<file path="src/rtl/mc_ctrl_pkg.sv">
// Shared constants for the multi-cycle MIPS control unit: FSM state encoding,
// instruction classes, opcode/funct codes, ALU op codes and datapath mux selects.
package mc_ctrl_pkg;

  typedef enum logic [2:0] {
    S_FETCH  = 3'd0,
    S_DECODE = 3'd1,
    S_EXEC   = 3'd2,
    S_MEM    = 3'd3,
    S_WB     = 3'd4,
    S_BRANCH = 3'd5,
    S_JUMP   = 3'd6
  } state_t;

  // Instruction class produced by the decoder; selects the path after DECODE.
  localparam logic [2:0] C_ALU     = 3'd0;
  localparam logic [2:0] C_LOAD    = 3'd1;
  localparam logic [2:0] C_STORE   = 3'd2;
  localparam logic [2:0] C_BRANCH  = 3'd3;
  localparam logic [2:0] C_JUMP    = 3'd4;
  localparam logic [2:0] C_ILLEGAL = 3'd7;

  // Opcodes (IR[31:26])
  localparam logic [5:0] OP_RTYPE = 6'b000000;
  localparam logic [5:0] OP_J     = 6'b000010;
  localparam logic [5:0] OP_JAL   = 6'b000011;
  localparam logic [5:0] OP_BEQ   = 6'b000100;
  localparam logic [5:0] OP_BNE   = 6'b000101;
  localparam logic [5:0] OP_ADDI  = 6'b001000;
  localparam logic [5:0] OP_SLTI  = 6'b001010;
  localparam logic [5:0] OP_ORI   = 6'b001101;
  localparam logic [5:0] OP_LUI   = 6'b001111;
  localparam logic [5:0] OP_LW    = 6'b100011;
  localparam logic [5:0] OP_SW    = 6'b101011;

  // R-type funct codes (IR[5:0])
  localparam logic [5:0] FN_SLL  = 6'b000000;
  localparam logic [5:0] FN_SRL  = 6'b000010;
  localparam logic [5:0] FN_SRA  = 6'b000011;
  localparam logic [5:0] FN_JR   = 6'b001000;
  localparam logic [5:0] FN_ADD  = 6'b100000;
  localparam logic [5:0] FN_ADDU = 6'b100001;
  localparam logic [5:0] FN_SUB  = 6'b100010;
  localparam logic [5:0] FN_SUBU = 6'b100011;
  localparam logic [5:0] FN_AND  = 6'b100100;
  localparam logic [5:0] FN_OR   = 6'b100101;
  localparam logic [5:0] FN_XOR  = 6'b100110;
  localparam logic [5:0] FN_NOR  = 6'b100111;
  localparam logic [5:0] FN_SLT  = 6'b101010;
  localparam logic [5:0] FN_SLTU = 6'b101011;

  // ALU op codes; zero-extended to the alu_ctrl port width.
  localparam logic [3:0] ALUOP_NOP  = 4'd0;
  localparam logic [3:0] ALUOP_ADD  = 4'd1;
  localparam logic [3:0] ALUOP_SUB  = 4'd2;
  localparam logic [3:0] ALUOP_AND  = 4'd3;
  localparam logic [3:0] ALUOP_OR   = 4'd4;
  localparam logic [3:0] ALUOP_XOR  = 4'd5;
  localparam logic [3:0] ALUOP_NOR  = 4'd6;
  localparam logic [3:0] ALUOP_SLT  = 4'd7;
  localparam logic [3:0] ALUOP_SLTU = 4'd8;
  localparam logic [3:0] ALUOP_SLL  = 4'd9;
  localparam logic [3:0] ALUOP_SRL  = 4'd10;
  localparam logic [3:0] ALUOP_SRA  = 4'd11;
  localparam logic [3:0] ALUOP_LUI  = 4'd12;
  localparam logic [3:0] ALUOP_ADDU = 4'd13;
  localparam logic [3:0] ALUOP_SUBU = 4'd14;

  // Immediate extension modes
  localparam logic [1:0] EXT_ZERO    = 2'd0;
  localparam logic [1:0] EXT_SIGNED  = 2'd1;
  localparam logic [1:0] EXT_HIGHPOS = 2'd2;

  // Datapath mux selects
  localparam logic [1:0] PC_SEQ     = 2'b00;
  localparam logic [1:0] PC_BRANCH  = 2'b01;
  localparam logic [1:0] PC_JUMP    = 2'b10;
  localparam logic [1:0] PC_JR      = 2'b11;
  localparam logic [1:0] RD_RT      = 2'b00;
  localparam logic [1:0] RD_RD      = 2'b01;
  localparam logic [1:0] RD_RA      = 2'b10;
  localparam logic [1:0] WB_ALU     = 2'b00;
  localparam logic [1:0] WB_MEM     = 2'b01;
  localparam logic [1:0] WB_PC      = 2'b10;
  localparam logic [1:0] SRCB_RT    = 2'b00;
  localparam logic [1:0] SRCB_IMM   = 2'b01;
  localparam logic [1:0] SRCB_SHAMT = 2'b10;

endpackage

</file>
<file path="src/rtl/mc_ctrl_decode.sv">
// Combinational instruction decoder: opcode/funct -> class plus the
// EXEC-phase datapath controls. Anything not listed decodes as illegal.
module mc_ctrl_decode
  import mc_ctrl_pkg::*;
#(
  parameter int ALUOP_W = 5
) (
  input  logic [5:0]         opcode,
  input  logic [5:0]         funct,
  output logic [2:0]         cls,
  output logic [ALUOP_W-1:0] alu_ctrl,
  output logic [1:0]         ext_op,
  output logic [1:0]         reg_dst,
  output logic [1:0]         alu_src_b,
  output logic               legal
);

  logic [3:0] aluop;

  // Classify the instruction and pick ALU op, extension and operand selects
  always_comb begin
    cls       = C_ILLEGAL;
    aluop     = ALUOP_NOP;
    ext_op    = EXT_ZERO;
    reg_dst   = RD_RT;
    alu_src_b = SRCB_RT;
    case (opcode)
      OP_RTYPE: begin
        cls     = C_ALU;
        reg_dst = RD_RD;
        case (funct)
          FN_ADD:  aluop = ALUOP_ADD;
          FN_ADDU: aluop = ALUOP_ADDU;
          FN_SUB:  aluop = ALUOP_SUB;
          FN_SUBU: aluop = ALUOP_SUBU;
          FN_AND:  aluop = ALUOP_AND;
          FN_OR:   aluop = ALUOP_OR;
          FN_XOR:  aluop = ALUOP_XOR;
          FN_NOR:  aluop = ALUOP_NOR;
          FN_SLT:  aluop = ALUOP_SLT;
          FN_SLTU: aluop = ALUOP_SLTU;
          FN_SLL:  begin aluop = ALUOP_SLL; alu_src_b = SRCB_SHAMT; end
          FN_SRL:  begin aluop = ALUOP_SRL; alu_src_b = SRCB_SHAMT; end
          FN_SRA:  begin aluop = ALUOP_SRA; alu_src_b = SRCB_SHAMT; end
          FN_JR:   cls = C_JUMP;
          default: cls = C_ILLEGAL;
        endcase
      end
      OP_ADDI: begin cls = C_ALU; aluop = ALUOP_ADD; ext_op = EXT_SIGNED;  alu_src_b = SRCB_IMM; end
      OP_SLTI: begin cls = C_ALU; aluop = ALUOP_SLT; ext_op = EXT_SIGNED;  alu_src_b = SRCB_IMM; end
      OP_ORI:  begin cls = C_ALU; aluop = ALUOP_OR;  ext_op = EXT_ZERO;    alu_src_b = SRCB_IMM; end
      OP_LUI:  begin cls = C_ALU; aluop = ALUOP_LUI; ext_op = EXT_HIGHPOS; alu_src_b = SRCB_IMM; end
      OP_LW:   begin cls = C_LOAD;  aluop = ALUOP_ADD; ext_op = EXT_SIGNED; alu_src_b = SRCB_IMM; end
      OP_SW:   begin cls = C_STORE; aluop = ALUOP_ADD; ext_op = EXT_SIGNED; alu_src_b = SRCB_IMM; end
      OP_BEQ, OP_BNE: begin cls = C_BRANCH; aluop = ALUOP_SUB; end
      OP_J, OP_JAL:   cls = C_JUMP;
      default:        cls = C_ILLEGAL;
    endcase
  end

  assign alu_ctrl = ALUOP_W'(aluop);
  assign legal    = (cls != C_ILLEGAL);

endmodule

</file>
<file path="src/rtl/mc_ctrl_fsm.sv">
// Multi-cycle MIPS control FSM. Sequences FETCH/DECODE/EXEC/MEM/WB (plus
// BRANCH and JUMP) over one shared memory port.
// Memory handshake: mem_req is held high for the whole FETCH or MEM state;
// an access completes in the cycle where mem_req=1 and mem_ready=1, and
// mem_ready is ignored whenever mem_req=0. A wait longer than MEM_TIMEOUT
// cycles aborts the access with a bus_err pulse and returns to FETCH.
module mc_ctrl_fsm
  import mc_ctrl_pkg::*;
#(
  parameter int ALUOP_W     = 5,
  parameter int MEM_TIMEOUT = 16,
  parameter int TO_W        = 5
) (
  input  logic               clk,
  input  logic               rst,
  input  logic [5:0]         opcode,
  input  logic [5:0]         funct,
  input  logic               zero,
  input  logic               mem_ready,
  output logic               mem_req,
  output logic               mem_we,
  output logic               pc_wr,
  output logic [1:0]         pc_src,
  output logic               ir_wr,
  output logic               reg_wr,
  output logic [1:0]         reg_dst,
  output logic [1:0]         wb_sel,
  output logic [1:0]         alu_src_b,
  output logic [1:0]         ext_op,
  output logic [ALUOP_W-1:0] alu_ctrl,
  output logic               illegal,
  output logic               bus_err
);

  state_t             state;
  state_t             state_nx;
  logic [TO_W-1:0]    wait_cnt;
  logic [2:0]         dec_cls;
  logic [ALUOP_W-1:0] dec_alu;
  logic [1:0]         dec_ext;
  logic [1:0]         dec_reg_dst;
  logic [1:0]         dec_srcb;
  logic               dec_legal;
  logic               mem_phase;
  logic               timeout;

  mc_ctrl_decode #(.ALUOP_W(ALUOP_W)) u_decode (
    .opcode    (opcode),
    .funct     (funct),
    .cls       (dec_cls),
    .alu_ctrl  (dec_alu),
    .ext_op    (dec_ext),
    .reg_dst   (dec_reg_dst),
    .alu_src_b (dec_srcb),
    .legal     (dec_legal)
  );

  assign mem_phase = (state == S_FETCH) || (state == S_MEM);
  // mem_ready in the final allowed cycle still completes the access.
  assign timeout   = mem_phase && !mem_ready && (MEM_TIMEOUT != 0) &&
                     (wait_cnt == TO_W'(MEM_TIMEOUT));

  // State register and memory-wait counter; the counter restarts on every
  // state change or abort. With MEM_TIMEOUT=0 it free-runs and is never compared.
  always_ff @(posedge clk) begin
    if (rst) begin
      state    <= S_FETCH;
      wait_cnt <= '0;
    end else begin
      state <= state_nx;
      if (!mem_phase || timeout || (state_nx != state)) wait_cnt <= '0;
      else                                              wait_cnt <= wait_cnt + 1'b1;
    end
  end

  // Next-state selection
  always_comb begin
    state_nx = state;
    case (state)
      S_FETCH:  if (mem_ready) state_nx = S_DECODE;
      S_DECODE: begin
        case (dec_cls)
          C_ALU, C_LOAD, C_STORE: state_nx = S_EXEC;
          C_BRANCH:               state_nx = S_BRANCH;
          C_JUMP:                 state_nx = S_JUMP;
          default:                state_nx = S_FETCH;
        endcase
      end
      S_EXEC:   state_nx = ((dec_cls == C_LOAD) || (dec_cls == C_STORE)) ? S_MEM : S_WB;
      S_MEM: begin
        if (mem_ready)    state_nx = (dec_cls == C_STORE) ? S_FETCH : S_WB;
        else if (timeout) state_nx = S_FETCH;
      end
      S_WB, S_BRANCH, S_JUMP: state_nx = S_FETCH;
      default:                state_nx = S_FETCH;
    endcase
  end

  // Per-state datapath strobes and selects; everything is quiet during rst
  always_comb begin
    mem_req   = 1'b0;
    mem_we    = 1'b0;
    pc_wr     = 1'b0;
    pc_src    = PC_SEQ;
    ir_wr     = 1'b0;
    reg_wr    = 1'b0;
    reg_dst   = RD_RT;
    wb_sel    = WB_ALU;
    alu_src_b = SRCB_RT;
    ext_op    = EXT_ZERO;
    alu_ctrl  = '0;
    illegal   = 1'b0;
    bus_err   = 1'b0;
    if (!rst) begin
      case (state)
        S_FETCH: begin
          mem_req = 1'b1;
          ir_wr   = mem_ready;
          pc_wr   = mem_ready;
          bus_err = timeout;
        end
        S_DECODE: illegal = !dec_legal;
        S_EXEC: begin
          alu_ctrl  = dec_alu;
          ext_op    = dec_ext;
          alu_src_b = dec_srcb;
        end
        S_MEM: begin
          mem_req = 1'b1;
          mem_we  = (dec_cls == C_STORE) && !timeout;
          bus_err = timeout;
        end
        S_WB: begin
          reg_wr  = 1'b1;
          reg_dst = dec_reg_dst;
          wb_sel  = (dec_cls == C_LOAD) ? WB_MEM : WB_ALU;
        end
        S_BRANCH: begin
          alu_ctrl = ALUOP_W'(ALUOP_SUB);
          if (((opcode == OP_BEQ) && zero) || ((opcode == OP_BNE) && !zero)) begin
            pc_wr  = 1'b1;
            pc_src = PC_BRANCH;
          end
        end
        S_JUMP: begin
          pc_wr = 1'b1;
          if (opcode == OP_RTYPE) begin
            pc_src = PC_JR;
          end else begin
            pc_src = PC_JUMP;
            if (opcode == OP_JAL) begin
              reg_wr  = 1'b1;
              reg_dst = RD_RA;
              wb_sel  = WB_PC;
            end
          end
        end
        default: ;
      endcase
    end
  end

endmodule
</file>
<file path="config.mk">
export PLATFORM = sky130hd
export DESIGN_NAME = mc_ctrl_fsm
export DESIGN_NICKNAME = d
export VERILOG_FILES = /design/src/rtl/mc_ctrl_pkg.sv /design/src/rtl/mc_ctrl_decode.sv /design/src/rtl/mc_ctrl_fsm.sv
export SDC_FILE = /design/constraint.sdc
export NUM_CORES = 1
export LEC_CHECK = 0
export CELL_PAD_IN_SITES_DETAIL_PLACEMENT = 1
export CELL_PAD_IN_SITES_GLOBAL_PLACEMENT = 1
export CORE_ASPECT_RATIO = 1.25
export CORE_MARGIN = 2
export CORE_UTILIZATION = 31
export DETAILED_ROUTE_END_ITERATION = 6
export PLACE_DENSITY_LB_ADDON = 0.12
export SLEW_MARGIN = 20
export SYNTH_ARGS = -nofsm -noshare
export SYNTH_HDL_FRONTEND = slang
export SYNTH_SLANG_ARGS = --single-unit
</file>
<file path="constraint.sdc">
create_clock -name clk -period 2.4 [get_ports clk]
set_input_delay 0.48 -clock clk [delete_from_list [all_inputs] [get_ports clk]]
set_output_delay 0.48 -clock clk [all_outputs]
set_load 0.02 [all_outputs]
</file>
Yosys cells after proc, flatten, opt, wreduce, memory -nomap -nowiden
Cells that the tools add are included.
- add/sub/neg operators: 1
- div/mod/pow operators: 0
- multipliers: 0
- equality and inequality tests: 36
- mux-type cells: 49
- shifts and indexed selects: 0
- $lt $le $gt $ge: 0
- bitwise operators: 0
- reductions and logical operators: 30
- operators with widths (cell ; count):
    6-bit == test (second input constant) ; 12
    4-bit one-hot mux with 13 select lines ; 1
    6-bit by 4-bit == test with 1-bit output (second input constant) ; 5
    6-bit by 2-bit == test with 1-bit output (second input constant) ; 4
    4-bit one-hot mux with 6 select lines ; 1
    2-bit two-way mux ; 10
    2-bit one-hot mux with 2 select lines ; 5
    1-bit two-way mux ; 19
    3-bit one-hot mux with 6 select lines ; 1
    3-bit two-way mux ; 5
    13-bit OR reduction ; 1
    3-bit by 2-bit == test with 1-bit output (second input constant) ; 4
    3-bit == test (second input constant) ; 4
    6-bit by 3-bit == test with 1-bit output (second input constant) ; 2
    6-bit logical NOT ; 2
    3-bit one-hot mux with 4 select lines ; 1
    3-bit one-hot mux with 3 select lines ; 1
    3-bit OR reduction ; 3
    4-bit one-hot mux with 2 select lines ; 1
    2-bit OR reduction ; 4
    4-bit OR reduction ; 2
    3-bit by 1-bit == test with 1-bit output (second input constant) ; 2
    3-bit logical NOT ; 2
    3-bit one-hot mux with 2 select lines ; 1
    other kinds (11) ; 23
- input bits: 16
- memories: 0
- RAM bits: 0
- bits in registers: 8
- ROM bits: 0
- bits in latches: 0

Depth between registers and ports, before layout
Gate-level depths: netlist of the first run.
- depth in word-level cells: 11
- gate-level depth with buffers: 6
- depth with buffers taken out: 6

Cells and area by module
A second synthesis of the first run with hierarchy kept.
- cells, all modules: 180
- area, all modules: 1232.4 sq um
- by module, submodules not included (module ; area an instance (sq um) ; cells each ; times used):
    mc_ctrl_fsm ; 738.2 ; 98 ; 1
    mc_ctrl_decode ; 494.2 ; 82 ; 1

Least setup slack after synthesis of the first run
No wires, ideal clock.
- kind: input -> output
- start: input port opcode[1]
- end: output port mem_we
- path slack: -0.309 ns
- stages: 4
- required time: 1.920 ns
- arrival time: 2.229 ns
- cell sequence: clkbuf_1 nand4b_1 or2_1 a2111oi_0
- longest elaborated chain between the ends: 7
- elaborated cells between the ends (all ways): 19
- classes of those cells: eq/ne (11); mux (3); reduce/logical (5)
- RTL lines (what ; line ; RTL):
    start: declaration ; mc_ctrl_fsm.sv:16 ; input logic [5:0] opcode,
    6-bit by 4-bit == test with 1-bit output (tied with other cells) ; mc_ctrl_decode.sv:27 ; case (opcode)
    4-bit OR reduction (no line) or 2-bit OR reduction (tied branches) ; - ;
    3-bit one-hot mux with 6 select lines (*) ; mc_ctrl_decode.sv:27 ;
    3-bit by 2-bit == test with 1-bit output (*) ; mc_ctrl_fsm.sv:130 ; mem_we = (dec_cls == C_STORE) && !timeout;
    1-bit logical AND (*) ; mc_ctrl_fsm.sv:130 ;
    1-bit two-way mux (*) ; mc_ctrl_fsm.sv:115 ; case (state)
    1-bit two-way mux (*) ; mc_ctrl_fsm.sv:114 ; if (!rst) begin
    end: declaration ; mc_ctrl_fsm.sv:21 ; output logic mem_we,
Every way passes the cells marked *; elsewhere a longest branch is shown, timed or not.

Worst setup path in the final report of the first run
- start: input port opcode[3]
- end: output port illegal
- longest elaborated chain between the ends: 7
- elaborated cells between the ends (all ways): 19
- classes of those cells: eq/ne (11); mux (3); reduce/logical (5)
- RTL lines (what ; line ; RTL):
    6-bit by 4-bit == test with 1-bit output (tied with other cells) ; mc_ctrl_decode.sv:27 ;
    4-bit OR reduction (no line) or 2-bit OR reduction (tied branches) ; - ;
    3-bit one-hot mux with 6 select lines (*) ; mc_ctrl_decode.sv:27 ;
    3-bit inequality test (*) ; mc_ctrl_decode.sv:62 ; assign legal = (cls != C_ILLEGAL);
    1-bit logical NOT (*) ; mc_ctrl_fsm.sv:122 ; S_DECODE: illegal = !dec_legal;
    1-bit two-way mux (*) ; mc_ctrl_fsm.sv:115 ;
    1-bit two-way mux (*) ; mc_ctrl_fsm.sv:114 ;
    end: declaration ; mc_ctrl_fsm.sv:31 ; output logic illegal,
Marked as above.

==> results of run 1 <==
## kinds of logic after synthesis
family / after synthesis / share of synthesized area
buffers and inverters: 20 / 0.08564
other: 1 / 0.003334
XOR/XNOR: 5 / 0.03893
AO/OA/AOI/OAI: 39 / 0.2403
AND/OR/NAND/NOR: 92 / 0.4572
adder cells (fa/ha/maj): 2 / 0.02224
multiplexers: 1 / 0.01001
flip-flops: 8 / 0.1424
## flip-flops by register name, indices dropped and copies added (netlist names)
register  flops
state         3
wait_cnt      5
## area by class of cell
class | instances | area (µm²)
Clock buffer | 3 | 41.29
Fill cell | 420 | 1242
Inverter | 8 | 30.03
Multi-Input combinational cell | 140 | 1170
Sequential cell | 8 | 161.4
Tap cell | 39 | 48.80
Timing Repair Buffer | 97 | 789.5
## power by group through the flow
stage	Clock [W]	Sequential, W	Combinational [W]
global placement	0	0.000142	0.000200
finish	0.000170	0.000141	0.000294
floorplan	0	0.000142	0.0000965
CTS	0.000160	0.000140	0.000248
detailed placement	0	0.000143	0.000210
global route	0.000183	0.000141	0.000309
## what timing repair did
item,in CTS,in global routing
hold buffers,0,0
pin swaps,12,14
hold endpoints to repair,0,0
endpoints found under the setup margin,21,18
buffers inserted,12,3
gates resized for setup,143,49
## routing by layer
layer	wire length [µm]	track usage	vias to the layer above
li1	-	-	771
met5	0	0	-
met2	3750	0.5758	88
met4	369	0.09819	0
met3	307	0.03430	35
met1	2428	0.3032	859
## synthesized netlist by cell type (all sizes together), types with 3 or more instances
master / number / area [µm²]
a2111oi: 3 / 32.53
buf: 8 / 51.29
nor3: 7 / 40.04
and3b: 3 / 26.28
or4: 3 / 22.52
nand3b: 3 / 35.03
nand2: 18 / 67.56
o31ai: 4 / 30.03
clkbuf: 4 / 15.01
a211oi: 3 / 22.52
nand2b: 4 / 32.53
a21oi: 10 / 50.05
inv: 8 / 30.03
o21ai: 7 / 35.03
dfxtp: 8 / 160.2
nor2b: 11 / 68.82
nand3: 4 / 20.02
nor2: 24 / 90.09
xor2: 4 / 35.03
and3: 3 / 18.77
## layout by cell type, fill, tap and decap left out, types with 5 or more instances in the layout
cell / n
buf_4: 60
nor2_2: 6
inv_1: 7
nor2b_1: 6
nor2b_4: 5
nand2_1: 17
a21oi_1: 6
buf_6: 13
nor2_1: 17
dfxtp_1: 7
clkbuf_2: 6
## final timing paths
| kind | end |
|---|---|
| min reg2reg | wait_cnt[0]$_SDFF_PP0_ |
| min | wait_cnt[0]$_SDFF_PP0_ |
| max | illegal |
| max reg2reg | state[0]$_SDFF_PP0_ |
## critical path: cells and delay by family
family	cells	cell delay [ns]
compound gates	2	0.43
simple gates	3	0.66
buf+inv	3	0.47
## metrics by stage
stage,cells,setup slack (ns),total power (W),instance area (µm²),hold slack [ns]
floorplan,168,0.1019,0.0002388,1131,0.4297
detailed placement,277,-0.9039,0.0003527,1819,0.4585
CTS,292,-0.03424,0.0005479,2090,0.4756
finish,295,-0.1133,0.0006049,2241,0.5286
global route,295,-0.1630,0.0006330,2241,0.5401
global placement,277,-0.8174,0.0003419,1819,0.4461
==> results.sh, run 1 <==
export IMPL_cts_tree="yes"
export IMPL_switch_share=0.3639
export IMPL_clk_path_buf_depth=2
export IMPL_status="finished, violations left"
export IMPL_detail_route_antenna_nets=0
export IMPL_row_count=24
export IMPL_dp_final_hpwl_um=3681
export IMPL_route_detailed_drc=0
export IMPL_synth_yosys_warnings=0
export IMPL_n_antenna_cell=0
export IMPL_design_die_area_um2=4129
export IMPL_clk_pin_slew_worst_paths_ns=0.04
export IMPL_postRouteWirelength_um=6856
export IMPL_timing_setup_critical_path_class="in2out"
export IMPL_maxClockFrequency_mhz=397.9
export IMPL_netlist_cell_type_count=51
export IMPL_p_int_w=0.0003848
export IMPL_grt_antenna_before_repair=0
export IMPL_syn_to_final_growth_pct=99.22
export IMPL_core_area_um2=3483
export IMPL_synth_fp_nets=186
export IMPL_cts_root_buf="clkbuf_8"
export IMPL_drt_iter0_markers=82
export IMPL_timing_final_setup_violations=8
export IMPL_routedWlPerCell_um=23.24
export IMPL_rr_worst_depth=6
export IMPL_grt_start_max_net_pins=12
export IMPL_chipHeight_um=71.35
export IMPL_clock_sink_count=8
export IMPL_synth_cell_area_um2=1125
export IMPL_synth_ff_latch_count=8
export IMPL_worst_r2r_startpoint="wait_cnt[0]$_SDFF_PP0_"
export IMPL_via_count_of_the_first_global_routing_pass=1869
export IMPL_drive_gt1_frac=0.5430
export IMPL_power_clock_fraction=0.281
export IMPL_final_critical_path_setup_slack_ns=-0.1133
export IMPL_globalRouteOverflowTotal=0
export IMPL_worstHoldStart="wait_cnt[0]$_SDFF_PP0_"
export IMPL_setup_clock_skew_after_layout_ns=0.004098
export IMPL_timing_max_transition_violations_final=0
export IMPL_finalWeightedCongestion=0.9505
export IMPL_grt_setup_unrepaired="true"
export IMPL_numCtsBuffers=3
export IMPL_async_flop_share=0
export IMPL_worst_setup_path_startpoint="opcode[3]"
export IMPL_share_seq_of_total_power=0.233
export IMPL_grt_first_pass_wirelength_um=9377
export IMPL_cap_violations=0
export IMPL_fp_dieW_um=57.88
export IMPL_timing_hold_violations_final=0
export IMPL_num_nets_final=276
export IMPL_hold_path_depth=1
export IMPL_worst_r2r_setup_slack_ns=0.58
export IMPL_first_pass_iters=4
export IMPL_sequential_share_of_the_synthesized_area=0.1424
export IMPL_synth_edf_count=0
export IMPL_p_per_area_nw_per_um2=269.9
export IMPL_p_switching_w=0.0002201
export IMPL_critical_path_peak_fanout=4
export IMPL_end_kind="output port"
export IMPL_number_of_top_level_design_ports=38
export IMPL_postSynthCellCount=168
export IMPL_hold_path_class="reg2reg"
export IMPL_total_global_route_track_usage=0.2900
export IMPL_start_util=0.3229
export IMPL_setup_worst_path_start_class="input pin"
export IMPL_insertion_delay_ns=0.24
export IMPL_total_negative_slack_for_setup_checks_ns=-0.3620
export IMPL_drt_vias_per_instance=5.942
export IMPL_final_core_occ=0.6433
export IMPL_vias=1753
export IMPL_worst_ep_required_time_ns=1.92
export IMPL_htree_levels=1
export IMPL_path_cells="buf_2 -> and3b_2 -> o41ai_2 -> buf_4 -> nor2b_4 -> o21ai_4 -> and3b_1 -> buf_6"
export IMPL_slowest_delay_ns=0.34
export IMPL_vdd_ir_drop_worst_v=0.0004030
export IMPL_io_buffers=36
export IMPL_violations_in_the_final_reports="setup timing"
export IMPL_final_period_utilization=1.047
export IMPL_combPwrFrac=0.486
export IMPL_crit_arrival_ns=2.03
export IMPL_post_synth_cell_area_avg_um2=6.695
export IMPL_worst_path_max_delay_cell="o41ai_2"
export IMPL_yosys_most_used_dff="dfxtp_1"
export IMPL_power_leakage_nw=1.029
export IMPL_finalWorstPathRequiredPeriod_ns=2.513
No activity file was read; power rests on OpenSTA's default activity.
==> run 2: changes to the inputs <==
- CORE_ASPECT_RATIO: 1.25 -> default
==> run 2 against run 1 <==
Net effect: the run still ends with setup timing left; power down 13%; die area about the same; via count up 0.63%; setup slack worse by 0.044 ns; wire length down 2.1%; register-to-register slack better by 0.25 ns; cell area down 2.2%; clock power down 42%; final cell count up 3.4%.
==> results.sh, run 2 (synthesis results as in run 1) <==
export IMPL_finalWeightedCongestion=0.8499
export IMPL_timing_setup_critical_path_class="in2out"
export IMPL_grt_first_pass_wirelength_um=9522
export IMPL_row_count=21
export IMPL_num_nets_final=279
export IMPL_setup_worst_path_start_class="input pin"
export IMPL_drt_vias_per_instance=5.784
export IMPL_timing_max_transition_violations_final=0
export IMPL_cap_violations=0
export IMPL_finalWorstPathRequiredPeriod_ns=2.558
export IMPL_htree_levels=1
export IMPL_rr_worst_depth=6
export IMPL_number_of_top_level_design_ports=38
export IMPL_drt_iter0_markers=108
export IMPL_numCtsBuffers=3
export IMPL_final_period_utilization=1.066
export IMPL_io_buffers=36
export IMPL_total_power_w=0.0005269
export IMPL_dpl_worst_slack_ns=-0.9536
export IMPL_layout_commonest_cell="buf_4"
export IMPL_n_antenna_cell=0
export IMPL_globalRouteOverflowTotal=0
export IMPL_register_area_um2=161.4
export IMPL_status="finished, violations left"
export IMPL_p_per_area_nw_per_um2=240.5
export IMPL_power_leakage_nw=0.9839
export IMPL_p_int_w=0.0003307
export IMPL_core_area_um2=3416
export IMPL_detail_route_antenna_nets=0
export IMPL_reg_largest_list="wait_cnt x5, state x3"
export IMPL_top_register="wait_cnt"
export IMPL_hold_path_depth=1
export IMPL_clk_pin_slew_worst_paths_ns=0.05
export IMPL_chipHeight_um=64.24
export IMPL_mostFrequentLayoutCells="buf_4, nand2_1, nor2_1"
export IMPL_fp_dieW_um=64.24
export IMPL_vdd_ir_drop_worst_v=0.0001048
export IMPL_combPwrFrac=0.546
export IMPL_via_count_of_the_first_global_routing_pass=1842
export IMPL_violations_in_the_final_reports="setup timing"
export IMPL_postRouteWirelength_um=6711
export IMPL_share_seq_of_total_power=0.266
export IMPL_maxClockFrequency_mhz=391.0
export IMPL_setup_clock_skew_after_layout_ns=0.002819
export IMPL_hold_buf_count_cts=0
export IMPL_cts_root_buf="clkbuf_4"
export IMPL_grt_start_max_net_pins=12
export IMPL_final_critical_path_setup_slack_ns=-0.1575
export IMPL_start_util=0.3293
export IMPL_first_pass_iters=4
export IMPL_worst_ep_required_time_ns=1.92
export IMPL_total_negative_slack_for_setup_checks_ns=-0.5547
export IMPL_grt_setup_unrepaired="true"
export IMPL_cts_tree="yes"
export IMPL_clk_path_buf_depth=2
export IMPL_route_detailed_drc=0
export IMPL_dp_final_hpwl_um=3496
export IMPL_multi_input_comb_area_um2=1122
export IMPL_drive_gt1_frac=0.5444
export IMPL_timing_final_setup_violations=6
export IMPL_grt_antenna_before_repair=0
export IMPL_design_die_area_um2=4126
export IMPL_final_core_occ=0.6414
export IMPL_max_reg_flops=5
export IMPL_p_switching_w=0.0001963
export IMPL_critical_path_peak_fanout=4
export IMPL_timing_hold_violations_final=0
export IMPL_clock_sink_count=8
export IMPL_switch_share=0.3724
export IMPL_hold_ws_ns=0.5251
export IMPL_routedWlPerCell_um=22.00
export IMPL_hold_path_class="reg2reg"
export IMPL_total_global_route_track_usage=0.2921
export IMPL_insertion_delay_ns=0.24
export IMPL_syn_to_final_growth_pct=94.77
export IMPL_crit_arrival_ns=2.08
export IMPL_end_kind="output port"
export IMPL_vias=1764
export IMPL_power_clock_fraction=0.188
export IMPL_fill_cell_count=415
==> run 2: final cells by class <==
type / count / area share
Multi-Input combinational cell: 140 / 0.5123
Tap cell: 46 / 0.02627
Inverter: 8 / 0.01371
Sequential cell: 8 / 0.07367
Timing Repair Buffer: 100 / 0.3638
Clock buffer: 3 / 0.01028
==> run 2: final timing paths <==
check / from / slack (ns) / to
setup / recovery: opcode[3] / -0.16 / illegal
hold reg to reg: wait_cnt[0]$_SDFF_PP0_ / 0.53 / wait_cnt[0]$_SDFF_PP0_
setup reg to reg: wait_cnt[0]$_SDFF_PP0_ / 0.83 / state[0]$_SDFF_PP0_
hold / removal: wait_cnt[0]$_SDFF_PP0_ / 0.53 / wait_cnt[0]$_SDFF_PP0_
==> run 2: routing by layer <==
| layer | global-route usage | vias to the layer above | wire length, µm |
|---|---|---|---|
| met1 | 0.3486 | 885 | 2596 |
| met3 | 0.02289 | 26 | 291 |
| li1 | - | 785 | - |
| met4 | 0.07713 | 0 | 287 |
| met5 | 0 | - | 0 |
| met2 | 0.5547 | 68 | 3535 |
==> run 2: power by group through the flow <==
| stage | Clock, W | Combinational [W] | Sequential [W] |
|---|---|---|---|
| after CTS | 0.000100 | 0.000245 | 0.000140 |
| after detailed placement | 0 | 0.000213 | 0.000143 |
| final | 0.0000990 | 0.000288 | 0.000140 |
| after global routing | 0.000111 | 0.000302 | 0.000141 |
| after floorplan | 0 | 0.0000965 | 0.000142 |
| after global placement | 0 | 0.000204 | 0.000142 |
==> run 2: through the flow <==
stage,area [µm²],instances
3_3_place_gp,1858,288
5_1_grt,2191,305
6_report,2191,305
2_1_floorplan,1131,168
4_1_cts,2098,301
3_5_place_dp,1858,288
==> run 2: critical path, cell delays in order <==
cell and delay [ns]:
buf_8 0.10, and3b_1 0.19, o41ai_2 0.45, buf_4 0.20, nor2b_4 0.21, o21ai_4 0.08
and3b_2 0.24, buf_6 0.13
==> run 2: what timing repair did <==
| action | CTS | global route |
|---|---|---|
| gates cloned | 0 | 0 |
| pin swaps | 11 | 14 |
| setup endpoints to repair | 21 | 18 |
| gates resized for setup | 146 | 44 |
| hold endpoints to repair | 0 | 0 |
| setup buffers | 10 | 4 |
==> run 3: changes to the inputs <==
- clock period: 2.4 -> 2.51 ns (I/O delays scaled with it)
==> run 3 against run 2 <==
Net effect: the flow still finishes with violations (setup timing); register-to-register slack gained 0.08 ns; via count shrank 9.1%; critical path depth is the same; setup slack gained 0.12 ns; hold slack lost 0.061 ns; sequential share of layout area grew 0.40 points; combinational power shrank 16%; flip-flop and latch count is the same; non-clock buffer count shrank 6; core utilization shrank 3.7 points; sequential power shrank 4%; critical path type unchanged; largest cell class unchanged.
==> results.sh, run 3 (synthesis results as in run 1) <==
export IMPL_status="finished, violations left"
export IMPL_violations_in_the_final_reports="setup timing"
export IMPL_final_period_utilization=1.014
export IMPL_numCtsBuffers=3
export IMPL_drive_gt1_frac=0.4466
export IMPL_vias=1603
export IMPL_final_core_occ=0.6040
export IMPL_timing_hold_violations_final=0
export IMPL_dr_wl_met3_um=172
export IMPL_max_reg_flops=5
export IMPL_worst_slew_margin_rel=0.6450
export IMPL_combPwrFrac=0.518
export IMPL_grt_antenna_before_repair=0
export IMPL_share_seq_of_total_power=0.289
export IMPL_timing_critical_path_mode_cell="buf_6"
export IMPL_total_power_w=0.0004645
export IMPL_critical_path_peak_fanout=7
export IMPL_cp_top_family="buffers and inverters"
export IMPL_top_register="wait_cnt"
export IMPL_worst_ep_required_time_ns=2.01
export IMPL_max_slew_worst_pin_slew_ns=0.5276
export IMPL_finalWorstPathRequiredPeriod_ns=2.546
export IMPL_maxClockFrequency_mhz=392.7
export IMPL_total_global_route_track_usage=0.2382
export IMPL_slowest_delay_ns=0.38
export IMPL_clk_path_buf_depth=2
export IMPL_row_count=21
export IMPL_design_die_area_um2=4126
export IMPL_hold_buf_count_cts=0
export IMPL_mostFrequentLayoutCells="buf_4, nor2_1, nand2_1"
export IMPL_core_area_um2=3416
export IMPL_end_kind="output port"
export IMPL_timing_setup_critical_path_class="in2out"
export IMPL_fp_dieW_um=64.24
export IMPL_power_clock_fraction=0.193
export IMPL_setup_worst_path_start_class="input pin"
export IMPL_grt_setup_unrepaired="true"
export IMPL_hold_ws_ns=0.4645
export IMPL_switch_share=0.3471
export IMPL_globalRouteOverflowTotal=0
export IMPL_chipHeight_um=64.24
export IMPL_detail_route_antenna_nets=0
export IMPL_total_negative_slack_for_setup_checks_ns=-0.03628
export IMPL_wl_met2_um=2640
export IMPL_first_pass_iters=4
export IMPL_number_of_top_level_design_ports=38
export IMPL_drt_vias_per_instance=5.361
export IMPL_htree_levels=1
export IMPL_via_count_of_the_first_global_routing_pass=1670
export IMPL_hold_path_class="reg2reg"
export IMPL_cap_violations=0
export IMPL_finalWeightedCongestion=0.8856
export IMPL_p_switching_w=0.0001612
export IMPL_start_util=0.3293
export IMPL_path_cells="clkdlybuf4s15_1 -> buf_6 -> buf_6 -> nand3b_1 -> a311oi_4 -> o31ai_4 -> and3b_1 -> buf_6"
export IMPL_layout_commonest_cell="buf_4"
export IMPL_insertion_delay_ns=0.24
export IMPL_worst_path_max_delay_cell="a311oi_4"
export IMPL_postRouteWirelength_um=5005
export IMPL_p_per_area_nw_per_um2=225.1
export IMPL_syn_to_final_growth_pct=83.43
export IMPL_routedWlPerCell_um=16.74
export IMPL_vdd_ir_drop_worst_v=0.0003115
export IMPL_route_detailed_drc=0
export IMPL_setup_clock_skew_after_layout_ns=0.0002168
export IMPL_cts_root_buf="clkbuf_4"
export IMPL_grt_start_max_net_pins=12
export IMPL_grt_first_pass_wirelength_um=7831
export IMPL_final_critical_path_setup_slack_ns=-0.03628
export IMPL_p_int_w=0.0003032
export IMPL_drt_iter0_markers=63
export IMPL_io_buffers=36
export IMPL_clk_pin_slew_worst_paths_ns=0.05
export IMPL_power_leakage_nw=0.9176
export IMPL_n_antenna_cell=0
export IMPL_dp_final_hpwl_um=3517
export IMPL_cts_tree="yes"
export IMPL_timing_final_setup_violations=1
export IMPL_timing_max_transition_violations_final=0
export IMPL_reg_largest_list="wait_cnt x5, state x3"
export IMPL_timing_critical_path_buf_inv=4
export IMPL_fill_cell_count=439
export IMPL_dr_max_layer_used="met4"
export IMPL_crit_arrival_ns=2.04
export IMPL_clock_sink_count=8
export IMPL_num_nets_final=273
export IMPL_metal_1_wl_um=2097
-- run 3: cell count changes in the layout (fill, tap and decap cells not counted), moves of 3 or more --
cell / change
a21oi_1: +3
dlygate4sd2_1: +6
buf_2: -3
buf_6: -6
nor2_1: +5
nor2_4: -4
a21oi_2: -3
buf_4: -6
-- run 3: layer usage --
metal  vias up  global-route usage
met3         8             0.02817
met2        34              0.4635
li1        771                   -
met1       790              0.2731
met4         0             0.05319
met5         -                   0
-- run 3: area by class of cell --
cell class / instances / area (µm²) / share of cell area
multi-input cells: 140 / 1047 / 0.5076
repair buffers: 94 / 745.7 / 0.3614
flip-flops and latches: 8 / 160.2 / 0.07762
well taps: 46 / 57.56 / 0.02790
inverters: 8 / 30.03 / 0.01455
clock buffers: 3 / 22.52 / 0.01092
-- run 3: power by group through the flow --
| stage | registers [W] | clock network, W | logic (W) |
|---|---|---|---|
| 6_report | 0.000134 | 0.0000897 | 0.000241 |
| 3_3_place_gp | 0.000136 | 0 | 0.000194 |
| 5_1_grt | 0.000135 | 0.000104 | 0.000257 |
| 4_1_cts | 0.000134 | 0.0000964 | 0.000230 |
| 2_1_floorplan | 0.000136 | 0 | 0.0000919 |
| 3_5_place_dp | 0.000136 | 0 | 0.000202 |
-- run 3: final timing paths --
kind | startpoint | end | slack, ns | cells past startpoint
max | opcode[2] | illegal | -0.04 | 8
min | wait_cnt[0]$_SDFF_PP0_ | wait_cnt[0]$_SDFF_PP0_ | 0.46 | 1
max reg2reg | wait_cnt[0]$_SDFF_PP0_ | state[0]$_SDFF_PP0_ | 0.91 | 6
min reg2reg | wait_cnt[0]$_SDFF_PP0_ | wait_cnt[0]$_SDFF_PP0_ | 0.46 | 1
-- run 3: what timing repair did --
action | 4_1_cts | 5_1_grt
setup endpoints to repair | 21 | 16
buffers inserted | 9 | 1
pin swaps | 13 | 9
resized for setup | 107 | 19
-- run 3: metrics by stage --
step	cell area, µm²	setup WS [ns]	std cells
finish	2063	-0.03628	299
global route	2063	-0.09054	299
CTS	2043	-0.04828	298
detailed placement	1838	-0.8652	286
global placement	1838	-0.7324	286
floorplan	1126	0.01708	168
-- run 3: worst reg2reg max path, cell delays in order (launching register included) --
cell and delay, ns:
dfxtp_1 0.33, inv_1 0.06, ha_1 0.15, nor4bb_4 0.28, nor2_1 0.16, a211oi_1 0.33, o32ai_1 0.15
